## src/rtl/upgrade_pkg.sv

```systemverilog
// rtl/upgrade_pkg.sv - shared types, spawn table and LFSR step for the speed-upgrade pickup
//
// Purpose: state encoding, the fixed table of spawn points inside the 640x480
// playfield, and the 8-bit LFSR next-state function used to pick spawn points.
// Ports: none (package).

package upgrade_pkg;

  typedef enum logic [1:0] {
    COOLDOWN = 2'd0,
    ACTIVE   = 2'd1,
    EFFECT   = 2'd2
  } upg_state_t;

  typedef struct packed {
    logic [9:0] x;
    logic [9:0] y;
  } upg_pos_t;

  // Spawn points, kept well inside the playfield so the pickup box never
  // touches the screen edge. All entries are distinct, so two different
  // indices always give two different positions.
  localparam upg_pos_t POS_TABLE [8] = '{
    '{x: 10'd320, y: 10'd240},
    '{x: 10'd540, y: 10'd100},
    '{x: 10'd100, y: 10'd100},
    '{x: 10'd100, y: 10'd380},
    '{x: 10'd540, y: 10'd380},
    '{x: 10'd200, y: 10'd160},
    '{x: 10'd440, y: 10'd320},
    '{x: 10'd320, y: 10'd60}
  };

  // 8-bit Fibonacci LFSR, taps 8,6,5,4 (bits 7,5,4,3), shifting left.
  function automatic logic [7:0] lfsr8_next(input logic [7:0] s);
    return {s[6:0], s[7] ^ s[5] ^ s[4] ^ s[3]};
  endfunction

endpackage

```

## src/rtl/upgrade_hit_detect.sv

```systemverilog
// rtl/upgrade_hit_detect.sv - combinational ball-versus-pickup box overlap test
//
// Purpose: reports whether one ball's square box overlaps the pickup's box on
// both axes, edges inclusive. All arithmetic is 11-bit unsigned; differences
// that would go negative are clamped to 0 so nothing wraps.
// Ports:
//   i_ball_x, i_ball_y  in  10  ball centre
//   i_ball_size         in  10  ball half-width
//   i_upg_x, i_upg_y    in  10  pickup centre
//   o_hit               out  1  boxes overlap on both axes

module upgrade_hit_detect #(
  parameter logic [9:0] UPGRADE_SIZE = 10'd4
) (
  input  logic [9:0] i_ball_x,
  input  logic [9:0] i_ball_y,
  input  logic [9:0] i_ball_size,
  input  logic [9:0] i_upg_x,
  input  logic [9:0] i_upg_y,
  output logic       o_hit
);

  logic [10:0] w_ball_x_hi;
  logic [10:0] w_ball_x_lo;
  logic [10:0] w_ball_y_hi;
  logic [10:0] w_ball_y_lo;
  logic [10:0] w_upg_x_hi;
  logic [10:0] w_upg_x_lo;
  logic [10:0] w_upg_y_hi;
  logic [10:0] w_upg_y_lo;
  logic        w_hit_x;
  logic        w_hit_y;

  assign w_ball_x_hi = {1'b0, i_ball_x} + {1'b0, i_ball_size};
  assign w_ball_y_hi = {1'b0, i_ball_y} + {1'b0, i_ball_size};
  assign w_upg_x_hi  = {1'b0, i_upg_x} + {1'b0, UPGRADE_SIZE};
  assign w_upg_y_hi  = {1'b0, i_upg_y} + {1'b0, UPGRADE_SIZE};

  // Low edges clamp at 0 near the top/left border instead of wrapping.
  assign w_ball_x_lo = (i_ball_x >= i_ball_size) ? {1'b0, i_ball_x - i_ball_size} : 11'd0;
  assign w_ball_y_lo = (i_ball_y >= i_ball_size) ? {1'b0, i_ball_y - i_ball_size} : 11'd0;
  assign w_upg_x_lo  = (i_upg_x >= UPGRADE_SIZE) ? {1'b0, i_upg_x - UPGRADE_SIZE} : 11'd0;
  assign w_upg_y_lo  = (i_upg_y >= UPGRADE_SIZE) ? {1'b0, i_upg_y - UPGRADE_SIZE} : 11'd0;

  assign w_hit_x = (w_ball_x_hi >= w_upg_x_lo) && (w_ball_x_lo <= w_upg_x_hi);
  assign w_hit_y = (w_ball_y_hi >= w_upg_y_lo) && (w_ball_y_lo <= w_upg_y_hi);
  assign o_hit   = w_hit_x && w_hit_y;

endmodule

```

## src/rtl/upgrade_spawn_ctrl.sv

```systemverilog
// rtl/upgrade_spawn_ctrl.sv - speed-upgrade pickup life cycle: cooldown, spawn, live, grant, effect
//
// Purpose: hides the pickup for a cooldown, spawns it at a pseudo-random table
// position (never the same index twice in a row), grants it to the touching
// ball (round-robin when both touch in the same frame), then times the boost.
// Ports:
//   frame_clk               in   1  one rising edge per video frame
//   Reset                   in   1  asynchronous, active-high
//   enable                  in   1  game running; low freezes FSM, counter, LFSR
//   BallX, BallY            in  10  ball 1 centre
//   Ball2X, Ball2Y          in  10  ball 2 centre
//   Ball_Size               in  10  ball half-width
//   upgrade_visible         out  1  pickup drawn / collectable
//   UpgradeX, UpgradeY      out 10  pickup centre
//   speed_1_active          out  1  ball 1 boost
//   speed_2_active          out  1  ball 2 boost
//   collected               out  1  one-frame pulse on grant
//   winner                  out  1  0 = ball 1, 1 = ball 2

module upgrade_spawn_ctrl
  import upgrade_pkg::*;
#(
  parameter int unsigned COOLDOWN_FRAMES = 120,
  parameter int unsigned LIFETIME_FRAMES = 600,
  parameter int unsigned EFFECT_FRAMES   = 300,
  parameter logic [9:0]  UPGRADE_SIZE    = 10'd4,
  parameter logic [7:0]  LFSR_SEED       = 8'hA5
) (
  input  logic       frame_clk,
  input  logic       Reset,
  input  logic       enable,
  input  logic [9:0] BallX,
  input  logic [9:0] BallY,
  input  logic [9:0] Ball2X,
  input  logic [9:0] Ball2Y,
  input  logic [9:0] Ball_Size,
  output logic       upgrade_visible,
  output logic [9:0] UpgradeX,
  output logic [9:0] UpgradeY,
  output logic       speed_1_active,
  output logic       speed_2_active,
  output logic       collected,
  output logic       winner
);

  localparam logic [15:0] COOLDOWN_LAST = 16'(COOLDOWN_FRAMES - 1);
  localparam logic [15:0] LIFETIME_LAST = 16'(LIFETIME_FRAMES - 1);
  localparam logic [15:0] EFFECT_LAST   = 16'(EFFECT_FRAMES - 1);

  upg_state_t  r_state;
  logic [15:0] r_count;
  logic [7:0]  r_lfsr;
  logic [2:0]  r_last_idx;
  logic        r_rr_pref;
  logic        r_visible;
  logic [9:0]  r_upg_x;
  logic [9:0]  r_upg_y;
  logic        r_speed_1;
  logic        r_speed_2;
  logic        r_collected;
  logic        r_winner;

  upg_state_t  w_state_nxt;
  logic [15:0] w_count_nxt;
  logic [7:0]  w_lfsr_nxt;
  logic [2:0]  w_last_idx_nxt;
  logic        w_rr_pref_nxt;
  logic        w_visible_nxt;
  logic [9:0]  w_upg_x_nxt;
  logic [9:0]  w_upg_y_nxt;
  logic        w_speed_1_nxt;
  logic        w_speed_2_nxt;
  logic        w_collected_nxt;
  logic        w_winner_nxt;
  logic        w_grant_to_2;

  logic        w_hit_1;
  logic        w_hit_2;
  logic [2:0]  w_raw_idx;
  logic [2:0]  w_spawn_idx;

  upgrade_hit_detect #(.UPGRADE_SIZE(UPGRADE_SIZE)) u_hit_1 (
    .i_ball_x    (BallX),
    .i_ball_y    (BallY),
    .i_ball_size (Ball_Size),
    .i_upg_x     (r_upg_x),
    .i_upg_y     (r_upg_y),
    .o_hit       (w_hit_1)
  );

  upgrade_hit_detect #(.UPGRADE_SIZE(UPGRADE_SIZE)) u_hit_2 (
    .i_ball_x    (Ball2X),
    .i_ball_y    (Ball2Y),
    .i_ball_size (Ball_Size),
    .i_upg_x     (r_upg_x),
    .i_upg_y     (r_upg_y),
    .o_hit       (w_hit_2)
  );

  // Skip forward one slot (3-bit wrap = mod 8) if the LFSR repeats the last
  // index, so consecutive spawns always move.
  assign w_raw_idx   = r_lfsr[2:0];
  assign w_spawn_idx = (w_raw_idx == r_last_idx) ? w_raw_idx + 3'd1 : w_raw_idx;

  // Ties go to the preferred ball; a single toucher always wins outright.
  assign w_grant_to_2 = (w_hit_1 && w_hit_2) ? r_rr_pref : w_hit_2;

  assign w_lfsr_nxt = enable ? lfsr8_next(r_lfsr) : r_lfsr;

  always_ff @(posedge frame_clk or posedge Reset) begin
    if (Reset) begin
      r_state     <= COOLDOWN;
      r_count     <= 16'd0;
      r_lfsr      <= LFSR_SEED;
      r_last_idx  <= 3'd0;
      r_rr_pref   <= 1'b0;
      r_visible   <= 1'b0;
      r_upg_x     <= POS_TABLE[0].x;
      r_upg_y     <= POS_TABLE[0].y;
      r_speed_1   <= 1'b0;
      r_speed_2   <= 1'b0;
      r_collected <= 1'b0;
      r_winner    <= 1'b0;
    end else begin
      r_state     <= w_state_nxt;
      r_count     <= w_count_nxt;
      r_lfsr      <= w_lfsr_nxt;
      r_last_idx  <= w_last_idx_nxt;
      r_rr_pref   <= w_rr_pref_nxt;
      r_visible   <= w_visible_nxt;
      r_upg_x     <= w_upg_x_nxt;
      r_upg_y     <= w_upg_y_nxt;
      r_speed_1   <= w_speed_1_nxt;
      r_speed_2   <= w_speed_2_nxt;
      r_collected <= w_collected_nxt;
      r_winner    <= w_winner_nxt;
    end
  end

  // Everything holds by default; collected is a pulse so it defaults low,
  // which also keeps it low through any frames with enable deasserted.
  always_comb begin
    w_state_nxt     = r_state;
    w_count_nxt     = r_count;
    w_last_idx_nxt  = r_last_idx;
    w_rr_pref_nxt   = r_rr_pref;
    w_visible_nxt   = r_visible;
    w_upg_x_nxt     = r_upg_x;
    w_upg_y_nxt     = r_upg_y;
    w_speed_1_nxt   = r_speed_1;
    w_speed_2_nxt   = r_speed_2;
    w_collected_nxt = 1'b0;
    w_winner_nxt    = r_winner;

    if (enable) begin
      case (r_state)
        COOLDOWN: begin
          if (r_count == COOLDOWN_LAST) begin
            w_count_nxt    = 16'd0;
            w_visible_nxt  = 1'b1;
            w_last_idx_nxt = w_spawn_idx;
            w_upg_x_nxt    = POS_TABLE[w_spawn_idx].x;
            w_upg_y_nxt    = POS_TABLE[w_spawn_idx].y;
            w_state_nxt    = ACTIVE;
          end else begin
            w_count_nxt = r_count + 16'd1;
          end
        end

        ACTIVE: begin
          // A touch on the final live frame still counts as a grant.
          if (w_hit_1 || w_hit_2) begin
            if (w_hit_1 && w_hit_2) begin
              w_rr_pref_nxt = ~r_rr_pref;
            end
            w_winner_nxt    = w_grant_to_2;
            w_speed_1_nxt   = ~w_grant_to_2;
            w_speed_2_nxt   = w_grant_to_2;
            w_visible_nxt   = 1'b0;
            w_collected_nxt = 1'b1;
            w_count_nxt     = 16'd0;
            w_state_nxt     = EFFECT;
          end else if (r_count == LIFETIME_LAST) begin
            w_visible_nxt = 1'b0;
            w_count_nxt   = 16'd0;
            w_state_nxt   = COOLDOWN;
          end else begin
            w_count_nxt = r_count + 16'd1;
          end
        end

        EFFECT: begin
          if (r_count == EFFECT_LAST) begin
            w_speed_1_nxt = 1'b0;
            w_speed_2_nxt = 1'b0;
            w_count_nxt   = 16'd0;
            w_state_nxt   = COOLDOWN;
          end else begin
            w_count_nxt = r_count + 16'd1;
          end
        end

        default: begin
          w_count_nxt = 16'd0;
          w_state_nxt = COOLDOWN;
        end
      endcase
    end
  end

  assign upgrade_visible = r_visible;
  assign UpgradeX        = r_upg_x;
  assign UpgradeY        = r_upg_y;
  assign speed_1_active  = r_speed_1;
  assign speed_2_active  = r_speed_2;
  assign collected       = r_collected;
  assign winner          = r_winner;

endmodule

```

## config.mk

```make
export PLATFORM = sky130hd
export DESIGN_NAME = upgrade_spawn_ctrl
export DESIGN_NICKNAME = d
export VERILOG_FILES = /design/src/rtl/upgrade_pkg.sv /design/src/rtl/upgrade_hit_detect.sv /design/src/rtl/upgrade_spawn_ctrl.sv
export SDC_FILE = /design/constraint.sdc
export NUM_CORES = 1
export LEC_CHECK = 0
export ABC_CLOCK_PERIOD_IN_PS = 7600
export BUFFER_PORTS_ARGS = -buffer_cell sky130_fd_sc_hd__buf_4
export CAP_MARGIN = 30
export CORE_AREA = 2 2 119 121
export DETAILED_ROUTE_END_ITERATION = 7
export DIE_AREA = 0 0 121 123
export PLACE_DENSITY = 0.8
export SYNTH_ARGS = -nofsm -noshare
export SYNTH_HDL_FRONTEND = slang
export SYNTH_SLANG_ARGS = --single-unit
```

## constraint.sdc

```tcl
create_clock -name frame_clk -period 7.6 [get_ports frame_clk]
set_input_delay 0.38 -clock frame_clk [delete_from_list [all_inputs] [get_ports frame_clk]]
set_output_delay 0.38 -clock frame_clk [all_outputs]
set_load 0.02 [all_outputs]
```

==> flow_metrics.tcl <==
set metrics [dict create \
    status "finished, final reports clean" \
    cp_slowest_cell "a31oi_4" \
    die_area_um2 14900 \
    io_pins 78 \
    area_growth_pct 8.97 \
    routedWlPerCell_um 16.3 \
    vias_per_cell 5.92 \
    cts_resized 0 \
    num-fill-cells 1198 \
    async_flop_share_pct 100 \
    cts_setup_buffers 0 \
    slew_headroom_pct 37.0 \
    die_w_um 121 \
    final_layout_size_suffix_gt1_share_pct 11.6 \
    portBuffers 72 \
    power.density_nw_per_um2 175 \
    root_buffer "clkbuf_16" \
    synth_top_family_by_area "adder cells" \
    clk_pin_slew_ns 0.06 \
    rsz0062_at_grt "no" \
    cts_num_sinks 50 \
    antenna_found_initial 0 \
    synth-compound-area-share_pct 19.4 \
    worstHoldPathType "input pin to asynchronous set/reset pin" \
    dpl_cell_area_um2 8640 \
    cp_cell_sequence "buf_4, inv_1, ha_1, nor2b_1, o21ai_0, a21oi_1, o21ai_0, a21oi_1, a31oi_1, o31ai_1, ha_1, nand4_1, nor2_1, nand2_1, o311a_1, a31oi_1, o211ai_2, a31oi_4, nor2_1" \
    clk_path_buf_depth 2 \
    wl_um 19700 \
    synth_edf_count 0 \
    gp_congestion 0.943 \
    htree_levels 2 \
    crit_family "compound AO/OA/AOI/OAI gates" \
    yosys.cell_count.top_type "ha_1" \
    clk_latency_ns 0.29 \
    grt_pass1_wl_um 32200 \
    crit_required_ns 7.75 \
    syn_inst 988 \
    n_antenna_cell 0 \
    cts_buffers 5 \
    grt_usage_pct 26.9 \
    worstPathArrival_ns 4.71 \
    ys.flop_type "dfrtp_1" \
    min_period_over_period_pct 60.0 \
    synth_top_area_share_pct 24.7 \
    grt_max_degree 36 \
    criticalPathCategory "input pin to flop" \
    fin_nets 1244 \
    syn_area_per_cell_um2 8.16 \
    synthTopCellsByArea "ha_1 25%, dfrtp_1 12%, xnor2_1 6.1%" \
    synth_cell_types 77 \
    p_leak_nw 4.16 \
    postCtsHoldBufs 0 \
    worstMarginPinSlew_ns 0.945 \
    start_kind "input pin" \
    fin_tns_setup_ns 0 \
    postLayoutSetupSlackWorst_ns 3.04 \
    max_stage_delay_ns 0.49 \
    drc_errors 0 \
    fmax_mhz 219 \
    grt_overflow 0 \
    synthMuxAreaShare_pct 2.02 \
    yosysSeqAreaShare_pct 15.7 \
    first_global_vias 6646 \
    finalSetupViolations 0 \
    skew_ns 0.00570 \
    drtPass1Iterations 5 \
    drt-initial-drc-count 437 \
    yosys.area.top_type "ha_1" \
    place_ws_ns 2.73 \
    yosysWarnings 0 \
    synth_xor_area_share_pct 10.5 \
    power_mw 1.54 \
    cts_tree "done" \
    synth-seq-cells 50 \
    antenna_left 0 \
    num_rows 43 \
    path_buf_inv 2 \
    final-hold-violation-count 0 \
    fin_area_um2 8780 \
    core_area_um2 13600 \
    vias 7135 \
    synth_fa_ha_area_share_pct 26.7 \
    synth-simple-area-share_pct 19.7 \
    period_needed_ns 4.56 \
    synthTopCellsByCount "159 x ha_1, 85 x nor2_1, 70 x a21oi_1" \
    slew_violations 0 \
    die_y_um 123 \
    max-cap-violations 0 \
    peakVddDrop_mv 0.283 \
    dp.final_hpwl_um 16300 \
    start_util_pct 59.2 \
    path_max_fanout 16 \
    hold_slack_ns 0.0694 \
    worst_setup_path_end_kind "flop" \
    netlist_area_um2 8060 \
]
-- kinds of logic after synthesis --
| family | after synthesis |
|---|---|
| compound gates | 231 |
| simple gates | 311 |
| xor+xnor | 97 |
| mux | 15 |
| other cells | 1 |
| buf+inv | 116 |
| flops | 50 |
| fa+ha+maj | 167 |
-- report_power, final --
part / switching [mW] / total, mW / internal [mW]
Clock: 0.0913 / 0.222 / 0.130
Sequential: 0.0627 / 0.395 / 0.333
Combinational: 0.529 / 0.922 / 0.393
Total: 0.683 / 1.54 / 0.856
-- cell type report --
class / count / area, um2 / share of cell area (%)
multi-input combinational: 826 / 6330 / 72.1
sequential: 50 / 1260 / 14.4
timing repair buffer: 73 / 561 / 6.38
inverter: 68 / 255 / 2.91
tap: 180 / 225 / 2.56
clock buffer: 7 / 143 / 1.62
clock inverter: 1 / 5.00 / 0.0570
-- per-layer routing --
metal | up-vias | global-route usage (%) | wire (um)
met5 | - | 0 | 0
met4 | 0 | 6.69 | 395
met3 | 27 | 2.86 | 1040
met2 | 184 | 46.0 | 9140
met1 | 3350 | 36.4 | 9090
li1 | 3574 | - | -
-- flip-flops by register name, summed over array words and instances, names as in the netlist --
| signal | count |
|---|---|
| UpgradeX | 8 |
| UpgradeY | 7 |
| collected | 1 |
| r_count | 16 |
| r_last_idx | 3 |
| r_lfsr | 8 |
| r_rr_pref | 1 |
| r_state | 2 |
| speed_1_active | 1 |
| speed_2_active | 1 |
| upgrade_visible | 1 |
| winner | 1 |
-- final timing paths --
kind	from	endpoint	slack [ns]	cells past startpoint
setup / recovery	Ball_Size[1]	r_count[6]$_DFFE_PP0P_	3.04	19
hold / removal	Reset	r_last_idx[2]$_DFFE_PP0P_	0.07	2
setup reg to reg	UpgradeY[2]$_DFFE_PP0P_	r_count[6]$_DFFE_PP0P_	3.56	14
hold reg to reg	r_last_idx[0]$_DFFE_PP0P_	r_last_idx[0]$_DFFE_PP0P_	0.51	2
max in group asynchronous	Reset	UpgradeX[6]$_DFFE_PP1P_	6.97	3
min in group frame_clk	enable	r_lfsr[0]$_DFFE_PP1P_	0.42	2
-- placed cells by master, fill, tap and decap left out, drive strengths merged, types with 11 or more instances in the layout --
master / instances
ha: 159
xnor2: 56
a21o: 17
nand4: 13
o21bai: 16
and2: 11
buf: 73
xor2: 41
nand2: 62
inv: 68
nor3: 23
nand2b: 13
nor2b: 21
a21oi: 73
o21ai: 53
dfrtp: 40
nor2: 85
nand3: 28
-- metrics by stage --
stage | cells | util (%)
after floorplan | 992 | -
after global placement | 1196 | 63.3
after detailed placement | 1197 | 63.4
after CTS | 1205 | 64.5
after global routing | 1205 | 64.5
final | 1205 | 64.5
Note: power is estimated with default switching activity, not from simulation.
